===== src/rtl/tm_seq_inference_if.sv =====
// Handshake and config bundle for the sequential Tsetlin Machine engine.
// The engine uses the slave view and the driving side uses the master view.
interface tm_seq_inference_if #(
   parameter int N_FEATURES = 2,
   parameter int N_CLAUSES  = 4,
   parameter int N_CLASSES  = 2
);
   localparam int ADDR_W  = $clog2(N_CLASSES * N_CLAUSES);
   localparam int CLASS_W = $clog2(N_CLASSES);
   localparam int SW      = $clog2(N_CLAUSES / 2 + 1) + 1;

   logic                    cfg_we;
   logic [ADDR_W-1:0]       cfg_addr;
   logic [2*N_FEATURES-1:0] cfg_data;
   logic                    in_valid;
   logic                    in_ready;
   logic [N_FEATURES-1:0]   features;
   logic                    out_valid;
   logic                    out_ready;
   logic [CLASS_W-1:0]      out_class;
   logic signed [SW-1:0]    out_score;
   logic                    busy;

   modport master (
      output cfg_we, cfg_addr, cfg_data, in_valid, features, out_ready,
      input  in_ready, out_valid, out_class, out_score, busy
   );

   modport slave (
      input  cfg_we, cfg_addr, cfg_data, in_valid, features, out_ready,
      output in_ready, out_valid, out_class, out_score, busy
   );
endinterface


===== src/rtl/tm_seq_inference.sv =====
// Sequential Tsetlin Machine inference: evaluates one clause per clock, accumulates
// signed per-class votes, then reports the argmax class (lowest index wins ties).
module tm_seq_inference #(
   parameter int N_FEATURES = 2,
   parameter int N_CLAUSES  = 4,
   parameter int N_CLASSES  = 2
) (
   input logic               clk,
   input logic               rst_n,
   tm_seq_inference_if.slave bus
);
   localparam int TOTAL   = N_CLASSES * N_CLAUSES;
   localparam int LW      = 2 * N_FEATURES;
   localparam int ADDR_W  = $clog2(TOTAL);
   localparam int CLASS_W = $clog2(N_CLASSES);
   localparam int SW      = $clog2(N_CLAUSES / 2 + 1) + 1;

   typedef enum logic [1:0] {
      IDLE   = 2'd0,
      EVAL   = 2'd1,
      DECIDE = 2'd2,
      DONE   = 2'd3
   } state_t;

   state_t                state_r;
   logic [LW-1:0]         mask_r [TOTAL];
   logic [N_FEATURES-1:0] feat_r;
   logic [ADDR_W-1:0]     cnt_r;
   logic signed [SW-1:0]  sum_r [N_CLASSES];
   logic                  in_ready_r;
   logic                  out_valid_r;
   logic                  busy_r;
   logic [CLASS_W-1:0]    out_class_r;
   logic signed [SW-1:0]  out_score_r;

   logic [LW-1:0]         lits_s;
   logic                  clause_hit_s;
   logic [CLASS_W-1:0]    cls_s;
   logic                  last_s;
   logic                  cfg_ok_s;
   logic                  accept_s;
   logic [CLASS_W-1:0]    best_idx_s;
   logic signed [SW-1:0]  best_sum_s;

   // An empty mask never fires, otherwise every included literal must be 1.
   function automatic logic clause_fire(input logic [LW-1:0] mask, input logic [LW-1:0] lits);
      return (mask != {LW{1'b0}}) && ((mask & ~lits) == {LW{1'b0}});
   endfunction

   // Current clause evaluation, config qualification and input handshake.
   always_comb begin
      lits_s       = {~feat_r, feat_r};
      clause_hit_s = clause_fire(mask_r[cnt_r], lits_s);
      cls_s        = CLASS_W'(int'(cnt_r) / N_CLAUSES);
      last_s       = (cnt_r == ADDR_W'(TOTAL - 1));
      cfg_ok_s     = bus.cfg_we && (state_r == IDLE) &&
                     ({1'b0, bus.cfg_addr} < (ADDR_W + 1)'(TOTAL));
      accept_s     = bus.in_valid && in_ready_r;
   end

   // Argmax over class sums; strict compare keeps the lowest index on ties.
   always_comb begin
      best_idx_s = {CLASS_W{1'b0}};
      best_sum_s = sum_r[0];
      for (int i = 1; i < N_CLASSES; i++) begin
         best_idx_s = (sum_r[i] > best_sum_s) ? CLASS_W'(i) : best_idx_s;
         best_sum_s = (sum_r[i] > best_sum_s) ? sum_r[i] : best_sum_s;
      end
   end

   // Clause mask bank; writes outside IDLE are dropped.
   always_ff @(posedge clk or negedge rst_n) begin
      if (!rst_n) begin
         for (int i = 0; i < TOTAL; i++) begin
            mask_r[i] <= {LW{1'b0}};
         end
      end else if (cfg_ok_s) begin
         mask_r[bus.cfg_addr] <= bus.cfg_data;
      end
   end

   // Control FSM with registered handshake and result outputs.
   always_ff @(posedge clk or negedge rst_n) begin
      if (!rst_n) begin
         state_r     <= IDLE;
         feat_r      <= {N_FEATURES{1'b0}};
         cnt_r       <= {ADDR_W{1'b0}};
         for (int i = 0; i < N_CLASSES; i++) begin
            sum_r[i] <= {SW{1'b0}};
         end
         in_ready_r  <= 1'b1;
         out_valid_r <= 1'b0;
         busy_r      <= 1'b0;
         out_class_r <= {CLASS_W{1'b0}};
         out_score_r <= {SW{1'b0}};
      end else begin
         case (state_r)
            IDLE: begin
               if (accept_s) begin
                  feat_r <= bus.features;
                  cnt_r  <= {ADDR_W{1'b0}};
                  for (int i = 0; i < N_CLASSES; i++) begin
                     sum_r[i] <= {SW{1'b0}};
                  end
                  in_ready_r <= 1'b0;
                  busy_r     <= 1'b1;
                  state_r    <= EVAL;
               end
            end
            EVAL: begin
               if (clause_hit_s) begin
                  sum_r[cls_s] <= cnt_r[0] ? (sum_r[cls_s] - SW'(1)) : (sum_r[cls_s] + SW'(1));
               end
               if (last_s) begin
                  state_r <= DECIDE;
               end else begin
                  cnt_r <= cnt_r + ADDR_W'(1);
               end
            end
            DECIDE: begin
               out_class_r <= best_idx_s;
               out_score_r <= best_sum_s;
               out_valid_r <= 1'b1;
               state_r     <= DONE;
            end
            DONE: begin
               if (bus.out_ready) begin
                  out_valid_r <= 1'b0;
                  in_ready_r  <= 1'b1;
                  busy_r      <= 1'b0;
                  state_r     <= IDLE;
               end
            end
            default: begin
               out_valid_r <= 1'b0;
               in_ready_r  <= 1'b1;
               busy_r      <= 1'b0;
               state_r     <= IDLE;
            end
         endcase
      end
   end

   assign bus.in_ready  = in_ready_r;
   assign bus.out_valid = out_valid_r;
   assign bus.busy      = busy_r;
   assign bus.out_class = out_class_r;
   assign bus.out_score = out_score_r;
endmodule


===== src/flat_wrapper.sv =====
// flat-port wrapper written by rule: the top's interface ports become plain ports
module tm_seq_inference_flat 
#(
   parameter int N_FEATURES = 2,
   parameter int N_CLAUSES  = 4,
   parameter int N_CLASSES  = 2
)
  (clk, rst_n, bus_cfg_we, bus_cfg_addr, bus_cfg_data, bus_in_valid, bus_features, bus_out_ready, bus_in_ready, bus_out_valid, bus_out_class, bus_out_score, bus_busy);
  tm_seq_inference_if #(.N_FEATURES(N_FEATURES), .N_CLAUSES(N_CLAUSES), .N_CLASSES(N_CLASSES)) bus_i ();
  input logic clk;
  input logic rst_n;
  input wire logic [$bits(bus_i.cfg_we)-1:0] bus_cfg_we;
  input wire logic [$bits(bus_i.cfg_addr)-1:0] bus_cfg_addr;
  input wire logic [$bits(bus_i.cfg_data)-1:0] bus_cfg_data;
  input wire logic [$bits(bus_i.in_valid)-1:0] bus_in_valid;
  input wire logic [$bits(bus_i.features)-1:0] bus_features;
  input wire logic [$bits(bus_i.out_ready)-1:0] bus_out_ready;
  output wire logic [$bits(bus_i.in_ready)-1:0] bus_in_ready;
  output wire logic [$bits(bus_i.out_valid)-1:0] bus_out_valid;
  output wire logic [$bits(bus_i.out_class)-1:0] bus_out_class;
  output wire logic [$bits(bus_i.out_score)-1:0] bus_out_score;
  output wire logic [$bits(bus_i.busy)-1:0] bus_busy;
  assign bus_i.cfg_we = bus_cfg_we;
  assign bus_i.cfg_addr = bus_cfg_addr;
  assign bus_i.cfg_data = bus_cfg_data;
  assign bus_i.in_valid = bus_in_valid;
  assign bus_i.features = bus_features;
  assign bus_i.out_ready = bus_out_ready;
  assign bus_in_ready = bus_i.in_ready;
  assign bus_out_valid = bus_i.out_valid;
  assign bus_out_class = bus_i.out_class;
  assign bus_out_score = bus_i.out_score;
  assign bus_busy = bus_i.busy;
  tm_seq_inference #(.N_FEATURES(N_FEATURES), .N_CLAUSES(N_CLAUSES), .N_CLASSES(N_CLASSES)) u_core (.clk(clk), .rst_n(rst_n), .bus(bus_i));
endmodule

===== config.mk =====
export PLATFORM = sky130hd
export DESIGN_NAME = tm_seq_inference_flat
export DESIGN_NICKNAME = d
export VERILOG_FILES = /design/src/rtl/tm_seq_inference_if.sv /design/src/rtl/tm_seq_inference.sv /design/src/flat_wrapper.sv
export SDC_FILE = /design/constraint.sdc
export NUM_CORES = 1
export LEC_CHECK = 0
export ABC_AREA = 1
export CORE_UTILIZATION = 58
export CTS_BUF_LIST = sky130_fd_sc_hd__clkbuf_4
export DETAILED_ROUTE_END_ITERATION = 12
export PLACE_DENSITY = 0.88
export SLEW_MARGIN = 25
export SYNTH_ARGS = -nofsm -noshare
export SYNTH_HDL_FRONTEND = slang
export SYNTH_SLANG_ARGS = --single-unit

===== constraint.sdc =====
create_clock -name clk -period 5.3 [get_ports clk]
set_clock_uncertainty 0.15 [all_clocks]
set_input_delay 0.53 -clock clk [delete_from_list [all_inputs] [get_ports clk]]
set_output_delay 0.53 -clock clk [all_outputs]
set_load 0.05 [all_outputs]

Yosys cells after proc, flatten, opt, wreduce, memory -nomap -nowiden
Cells that the tools add are included.

Add/sub/neg operators: 3. Magnitude comparators: 6. Eq/ne operators: 9. Mux-type cells: 32. Bitwise gates (word level): 6. Reductions and logical operators: 17.

Operators with widths (number): bitwise mux 32 bit (1); 2-to-1 mux 3 bit (8); binary-select mux 4 bit (select 3 bit) (1); demux 4 bit (select 3 bit) (1); 2-to-1 mux 4 bit (3); 2-to-1 mux 6 bit (2); one-hot mux 6 bit (2 select lines) (1); AND reduction 3 bit (4); >= comparator 4 bit, second input constant (2); inverter 3 -> 4 bit (2); one-hot mux 2 bit (4 select lines) (1); bitwise mux 6 bit (1); 2-to-1 mux 2 bit (3); != test 2 x 1 -> 1 bit, second input constant (3); one-hot mux 1 bit (2 select lines) (3); one-hot mux 3 bit (2 select lines) (1); nonzero test 2 bit (3); logical AND 1 bit (5); 2-to-1 mux 1 bit (5); AND 4 bit (1); equality test 2 bit, second input constant (2); logical NOT 4 bit (1); less-than comparator 4 x 1 -> 1 bit, second input constant (1); != test 2 bit, second input constant (2); other kinds (15) (16).

Register bits after elaboration: 52. Logic and storage cells: 91.

Logic depth before layout (Yosys ltp)
Gate-level depths: netlist of the first run.

Depth in word-level cells: 9. Mapped depth: 14. Gate-level depth less buffers: 13.

Worst setup path before layout of the first run
Ideal clock, no wire load.

Path kind: reg-to-reg. Start: reg u_core.cnt_r[2]. End: reg u_core.sum_r[2] in the netlist's numbering. Arrival time: 1.652 ns. Required time: 5.083 ns. Slack: 3.432 ns. Cell stages (with the launch flop): 9. Buffers on the path: 1. Period minus slack after synthesis: 1.868 ns. Path through: dfrtp_1 -> buf_2 -> nand2_1 -> o21ai_0 -> fa_1 -> xnor2_1 -> xor2_1 -> nand4_1 -> nand2_1.

Cells in the longest elaborated chain, start to end: 9. Elaborated cells on any way between the ends: 25. Classes of those cells: 2 x add/sub; 2 x order compare; 1 x eq/ne; 12 x mux; 3 x bitwise; 5 x reduce/logical.

Ends and longest elaborated chain: start: declaration (RTL line tm_seq_inference.sv:28) `logic [ADDR_W-1:0] cnt_r;`; start signal: assignment (RTL line tm_seq_inference.sv:87) `cnt_r <= {ADDR_W{1'b0}};`; start signal: assignment (RTL line tm_seq_inference.sv:101) `cnt_r <= {ADDR_W{1'b0}};`; start signal: assignment (RTL line tm_seq_inference.sv:117) `cnt_r <= cnt_r + ADDR_W'(1);`; inverter 1 -> 2 bit or inverter 3 -> 4 bit (tied branches) (RTL line tm_seq_inference.sv:112, tm_seq_inference.sv:53); 2-to-1 mux 3 bit (implied by the code) or binary-select mux 4 bit (select 3 bit) (tied branches) (RTL line tm_seq_inference.sv:112, tm_seq_inference.sv:53); 2-to-1 mux 3 bit (implied by the code) or 2-to-1 mux 4 bit (tied branches) (2 in a row) (RTL line tm_seq_inference.sv:112, tm_seq_inference.sv:53); adder 3 x 2 -> 3 bit (tied with other cells) (RTL line tm_seq_inference.sv:112) `sum_r[cls_s] <= cnt_r[0] ? (sum_r[cls_s] - SW'(1)) : (sum_r[cls_s] + SW'(1));`; 2-to-1 mux 3 bit or logical NOT 4 bit (tied branches) (RTL line tm_seq_inference.sv:112, tm_seq_inference.sv:47); bitwise mux 6 bit or logical AND 1 bit (tied branches) (RTL line tm_seq_inference.sv:112, tm_seq_inference.sv:47); 2-to-1 mux 6 bit or != test 2 x 1 -> 1 bit (tied branches); one-hot mux 6 bit (2 select lines) or AND reduction 3 bit (tied branches); end signal: indexed assignment (RTL line tm_seq_inference.sv:89) `sum_r[i] <= {SW{1'b0}};`; end signal: indexed assignment (RTL line tm_seq_inference.sv:103) `sum_r[i] <= {SW{1'b0}};`; end signal: indexed assignment (RTL line tm_seq_inference.sv:112); end: declaration (RTL line tm_seq_inference.sv:29) `logic signed [SW-1:0] sum_r [N_CLASSES];`.

Parallel ways exist; a longest one is shown, timed or not. The select of a mux whose other input is x is not followed. A chain may end at the register's enable or synchronous reset.

Final worst setup path of the first run
Start: reg u_core.in_ready_r, in the netlist u_core.bus.in_ready. End: out bus_in_ready.

RTL lines: start: declaration (RTL line tm_seq_inference.sv:30) `logic in_ready_r;`; start signal: assignment (RTL line tm_seq_inference.sv:91) `in_ready_r <= 1'b1;`; start signal: assignment (RTL line tm_seq_inference.sv:105) `in_ready_r <= 1'b0;`; start signal: assignment (RTL line tm_seq_inference.sv:129) `in_ready_r <= 1'b1;`; end: declaration (RTL line flat_wrapper.sv:18) `output wire logic [$bits(bus_i.in_ready)-1:0] bus_in_ready;`.

No word-level cell between the ends.

==> impl_metrics.yaml, run 1 <==
outcome:
  status: "complete, no violations"
layout:
  areaGrowthSynthToFinish_pct: 9.72
  drive_gt1_share_pct: 4.56
  ff_latch_area_um2: 1300
  nFillCells: 361
  mostFrequentLayoutCells: "nand2_1 (116), inv_1 (51), dfrtp_1 (51)"
  multi_input_area_um2: 1190
  final_common_cell: "nand2_1"
  n_antenna_cell: 0
  nNetsFinal: 397
worst_setup_path:
  startpoint_type: "flop"
  critPathKind: "reg2out"
  cp_max_fo: 4
  cp_data_arrival_time_ns: 1.74
  cp-end-kind: "output port"
  crit_slowest_cell: "clkdlybuf4s50_1"
  crit_chain: "clkdlybuf4s50_1"
  path_delay_family: "buffers and inverters"
  worstPathRequired_ns: 4.62
  cp_num_buf_inv: 1
  cp_slowest_stage_delay_ns: 0.80
clock_tree:
  cts_hold_buf: 0
  cts.sinks: 52
  cts_root_buffer: "clkbuf_4"
  cts_tree: "done"
  cts_made_buffers: 5
  clock_path_buffers: 2
  cts_setup_buffers: 0
  clk_latency_ns: 0.37
  cts-htree-levels: 2
  path_clk_slew_ns: 0.15
  postCtsResizedCells: 0
pwr:
  p_leak_nw: 1.54
  p_sw_share_pct: 46.6
  combPwrFrac_pct: 49.4
  clkPwrFrac_pct: 9.8
  powerDensity_nw_per_um2: 581
  ir_drop_uv: 349
  power.switching_w: 0.000814
  finalPower_w: 0.00175
  internal-power_w: 0.000932
  power_frac_seq_pct: 40.9
synth:
  ys_types: 27
  yosys_warnings: 0
  yosysTopAreaCell: "dfrtp_1"
  synthCells: 350
  yosysSeqAreaShare_pct: 47.5
  synth.net_count: 375
  ys_ff_latch: 52
  netlist_area_um2: 2740
  synth_top_area_share_pct: 46.6
  synthTopCellsByArea: "dfrtp_1 (47%), nand2_1 (16%), o21ai_0 (8.6%)"
  synth.avg_cell_area_um2: 7.83
min_path:
  hp-class: "in2async"
timing:
  rsz0062_at_grt: "false"
  fin_ws_ns: 2.88
  period_minus_slack_ns: 2.42
  worst_pin_slew_ns: 0.759
  slew_viol_final: 0
  setup_viol: 0
  max_freq_mhz: 414
  period_share_pct: 45.6
  fin_tns_setup_ns: 0
  relSlewSlack_pct: 49.4
  final_hold_viol_count: 0
grt:
  grt_start_max_net_pins: 53
  overflow: 0
  grt_pass1_wl_mm: 9.68
  grt_pass1_vias: 2195
  gr-usage-all-layers_pct: 24.6
  antenna_found_initial: 0
die:
  fp-row-count: 24
  die_x_um: 70.8
  chipHeight_um: 70.8
  die_area_um2: 5010
  start_util_pct: 61.7
  fp.coreArea_um2: 4440
  io_pins: 21
route:
  routed_wl_mm: 5.61
  routedWlPerCell_um: 13.2
  drt_iter0_drc: 167
  firstDrtPassIters: 4
  ant_nets: 0
  drc: 0
  avgViaCountPerCell: 5.47
  vias: 2324
job:
  maxCapViolations: 0
placement:
  io_buffers: 20
  gp_routability_congestion: 0.860
  dp_hpwl_mm: 4.10
  dp_slack_ns: 3.08
## per-stage QoR
| step | utilization, % | instance area, µm² | hold slack (ns) | std cells |
|---|---|---|---|---|
| finish | 67.7 | 3010 | 0.0138 | 425 |
| global route | 67.7 | 3010 | 0.0553 | 425 |
| CTS | 67.7 | 3010 | 0.0299 | 425 |
| detailed placement | 66.5 | 2960 | 0.310 | 417 |
| global placement | 66.5 | 2950 | 0.308 | 417 |
| floorplan | - | 2740 | 0.0844 | 350 |
## Yosys cell counts, drive strengths merged
| master | number |
|---|---|
| dfrtp | 51 |
| buf | 5 |
| nor2 | 15 |
| o21ai | 49 |
| xnor2 | 1 |
| xor2 | 1 |
| nand2 | 117 |
| nand3 | 27 |
| o21a | 1 |
| or2 | 1 |
| inv | 52 |
| mux2 | 1 |
| ha | 10 |
| a21oi | 8 |
| fa | 1 |
| dfstp | 1 |
| nand3b | 1 |
| nand4 | 7 |
| o311ai | 1 |
## cell type report
type	count	share of cell area (%)
repair buffers	20	6.57
clock inverters	3	0.458
multi-input cells	241	39.5
well taps	52	2.16
clock buffers	5	1.25
flip-flops and latches	52	43.3
inverters	52	6.74
## metal layers
metal / global-route usage (%) / up-vias / routed length, µm
met4: 9.56 / 0 / 160
met3: 4.84 / 15 / 215
met1: 33.7 / 1103 / 2620
met2: 39.2 / 49 / 2620
li1: - / 1157 / -
met5: 0 / - / 0
## power groups by stage
| stage | sequential (W) | clock [W] | combinational [W] |
|---|---|---|---|
| 5_1_grt | 0.000735 | 0.000191 | 0.000987 |
| 4_1_cts | 0.000709 | 0.000174 | 0.000861 |
| 2_1_floorplan | 0.000736 | 0 | 0.000637 |
| 3_5_place_dp | 0.000717 | 0 | 0.000860 |
| 6_report | 0.000714 | 0.000171 | 0.000862 |
| 3_3_place_gp | 0.000711 | 0 | 0.000826 |
## cells by family (layout without fill, tap and decap cells)
| logic type | count (synthesis) | after routing | share of synthesized area, % |
|---|---|---|---|
| simple gates | 168 | 168 | 25.7 |
| fa+ha+maj | 11 | 11 | 5.29 |
| mux | 1 | 1 | 0.411 |
| flops | 52 | 52 | 47.5 |
| compound gates | 59 | 59 | 11.3 |
| xor+xnor | 2 | 2 | 0.639 |
| buf+inv | 57 | 80 | 9.13 |
## flip-flops by register name, summed over array words and instances, names as in the netlist
| signal | cells |
|---|---|
| u_core.bus.out_valid | 1 |
| u_core.bus.in_ready | 1 |
| u_core.bus.busy | 1 |
| u_core.cnt_r | 3 |
| u_core.feat_r | 2 |
| u_core.bus.out_class | 1 |
| u_core.mask_r | 32 |
| u_core.sum_r | 6 |
| u_core.state_r | 2 |
| u_core.bus.out_score | 3 |
## final timing paths
path	slack, ns	cells after the start	to	start
min in group clk	0.35	2	u_core.sum_r[5]	u_core.sum_r[5]
worst min register to register	0.35	2	u_core.sum_r[5]	u_core.sum_r[5]
worst min-delay path	0.01	1	u_core.sum_r[5]	rst_n
worst max-delay path	2.88	1	bus_in_ready	u_core.bus.in_ready
max in group asynchronous	4.55	1	u_core.feat_r[0]	rst_n
worst max register to register	3.02	6	u_core.sum_r[2]	u_core.cnt_r[0]
No activity file was read; power rests on OpenSTA's default activity.
==> run 2: changes to the inputs <==
- clock period: 5.3 -> 2.5 ns (I/O delays scaled with it)
==> impl_metrics.yaml, run 2 (synthesis gave the netlist of run 1 again) <==
layout:
  areaGrowthSynthToFinish_pct: 10.9
  n_antenna_cell: 0
  largest_register_ffs: 32
  drive_gt1_share_pct: 5.32
  nNetsFinal: 400
  largest_registers: "u_core.mask_r x32, u_core.sum_r x6"
  nFillCells: 367
  largest_register: "u_core.mask_r"
  mostFrequentLayoutCells: "nand2_1 (116), inv_1 (51), dfrtp_1 (50)"
  final_common_cell: "nand2_1"
  post-route-util_pct: 68.4
worst_setup_path:
  cp_slowest_stage_delay_ns: 0.80
  worstPathRequired_ns: 2.10
  critPathKind: "reg2out"
  cp_data_arrival_time_ns: 1.74
  crit_slowest_cell: "clkdlybuf4s50_1"
  cp_max_fo: 4
  cp_num_buf_inv: 1
  path_delay_family: "buffers and inverters"
  startpoint_type: "flop"
  cp-end-kind: "output port"
  crit_chain: "clkdlybuf4s50_1"
timing:
  max_freq_mhz: 467
  fin_tns_setup_ns: 0
  rsz0062_at_grt: "false"
  period_minus_slack_ns: 2.14
  period_share_pct: 85.6
  worst_pin_slew_ns: 0.535
  relSlewSlack_pct: 64.3
  setup_viol: 0
  final_hold_viol_count: 0
  slew_viol_final: 0
clock_tree:
  cts.sinks: 52
  cts_setup_buffers: 0
  clk_latency_ns: 0.37
  cts_made_buffers: 5
  clock_path_buffers: 2
  cts-htree-levels: 2
  cts_root_buffer: "clkbuf_4"
  cts_tree: "done"
  path_clk_slew_ns: 0.15
route:
  drc: 0
  routed_wl_mm: 5.64
  drt_iter0_drc: 162
  avgViaCountPerCell: 5.31
  firstDrtPassIters: 4
  ant_nets: 0
  vias: 2271
  routedWlPerCell_um: 13.2
min_path:
  hp-class: "in2async"
die:
  fp.coreArea_um2: 4440
  die_area_um2: 5010
  chipHeight_um: 70.8
  fp-row-count: 24
  io_pins: 21
  die_x_um: 70.8
  start_util_pct: 61.7
grt:
  overflow: 0
  grt_start_max_net_pins: 44
  grt_pass1_wl_mm: 9.94
  antenna_found_initial: 0
  grt_pass1_vias: 2216
  gr-usage-all-layers_pct: 25.3
outcome:
  status: "complete, no violations"
placement:
  gp_routability_congestion: 0.874
  dp_hpwl_mm: 4.18
  io_buffers: 20
job:
  maxCapViolations: 0
pwr:
  powerDensity_nw_per_um2: 1230
  p_leak_nw: 1.55
  ir_drop_uv: 681
run 2: power breakdown:
part	total, W	internal (W)	switching [W]
clock network	0.000382	0.000131	0.000252
logic	0.00183	0.000664	0.00117
registers	0.00152	0.00121	0.000304
run 2: path summary, 6_finish.rpt:
check / cells past startpoint / from / end / slack (ns)
worst min register to register: 2 / u_core.bus.out_score[1] / u_core.bus.out_score[1] / 0.35
worst max register to register: 6 / u_core.cnt_r[2] / u_core.sum_r[5] / 0.40
min in group clk: 3 / bus_features[0] / u_core.feat_r[0] / 0.31
max in group asynchronous: 3 / rst_n / u_core.mask_r[21] / 1.46
worst min-delay path: 2 / rst_n / u_core.cnt_r[0] / 0.24
worst max-delay path: 1 / u_core.bus.in_ready / bus_in_ready / 0.36
run 2: routing by layer:
metal | track usage (%) | share of wire (%) | vias up | routed length [µm]
met5 | 0 | 0 | - | 0
met4 | 9.56 | 1.8 | 0 | 104
met3 | 4.27 | 3.5 | 8 | 197
met2 | 41.5 | 48 | 47 | 2730
met1 | 34.1 | 46 | 1052 | 2610
li1 | - | - | 1164 | -
run 2: through the flow:
stage	hold slack, ns	power, W	std cells	setup WS, ns	cell area (µm²)
after CTS	0.302	0.00373	428	0.182	3040
after global placement	0.289	0.00326	419	0.359	2970
after floorplan	-0.196	0.00291	350	0.632	2740
after detailed placement	0.298	0.00335	419	0.242	2970
final	0.237	0.00373	428	0.360	3040
after global routing	0.285	0.00410	428	0.183	3040
run 2: cell type report:
cell class	instances	area, µm²	area share [%]
multi-input cells	241	1190	39.1
clock inverters	1	3.75	0.124
flip-flops and latches	52	1300	42.9
inverters	52	203	6.67
repair buffers	23	223	7.33
clock buffers	7	52.6	1.73
well taps	52	65.1	2.14
run 2: timing repair:
action / in CTS / in global routing
gates resized for setup: 0 / 1
endpoints found under the hold margin: 40 / 0
hold buffers: 1 / 0
endpoints found under the setup margin: 0 / 1
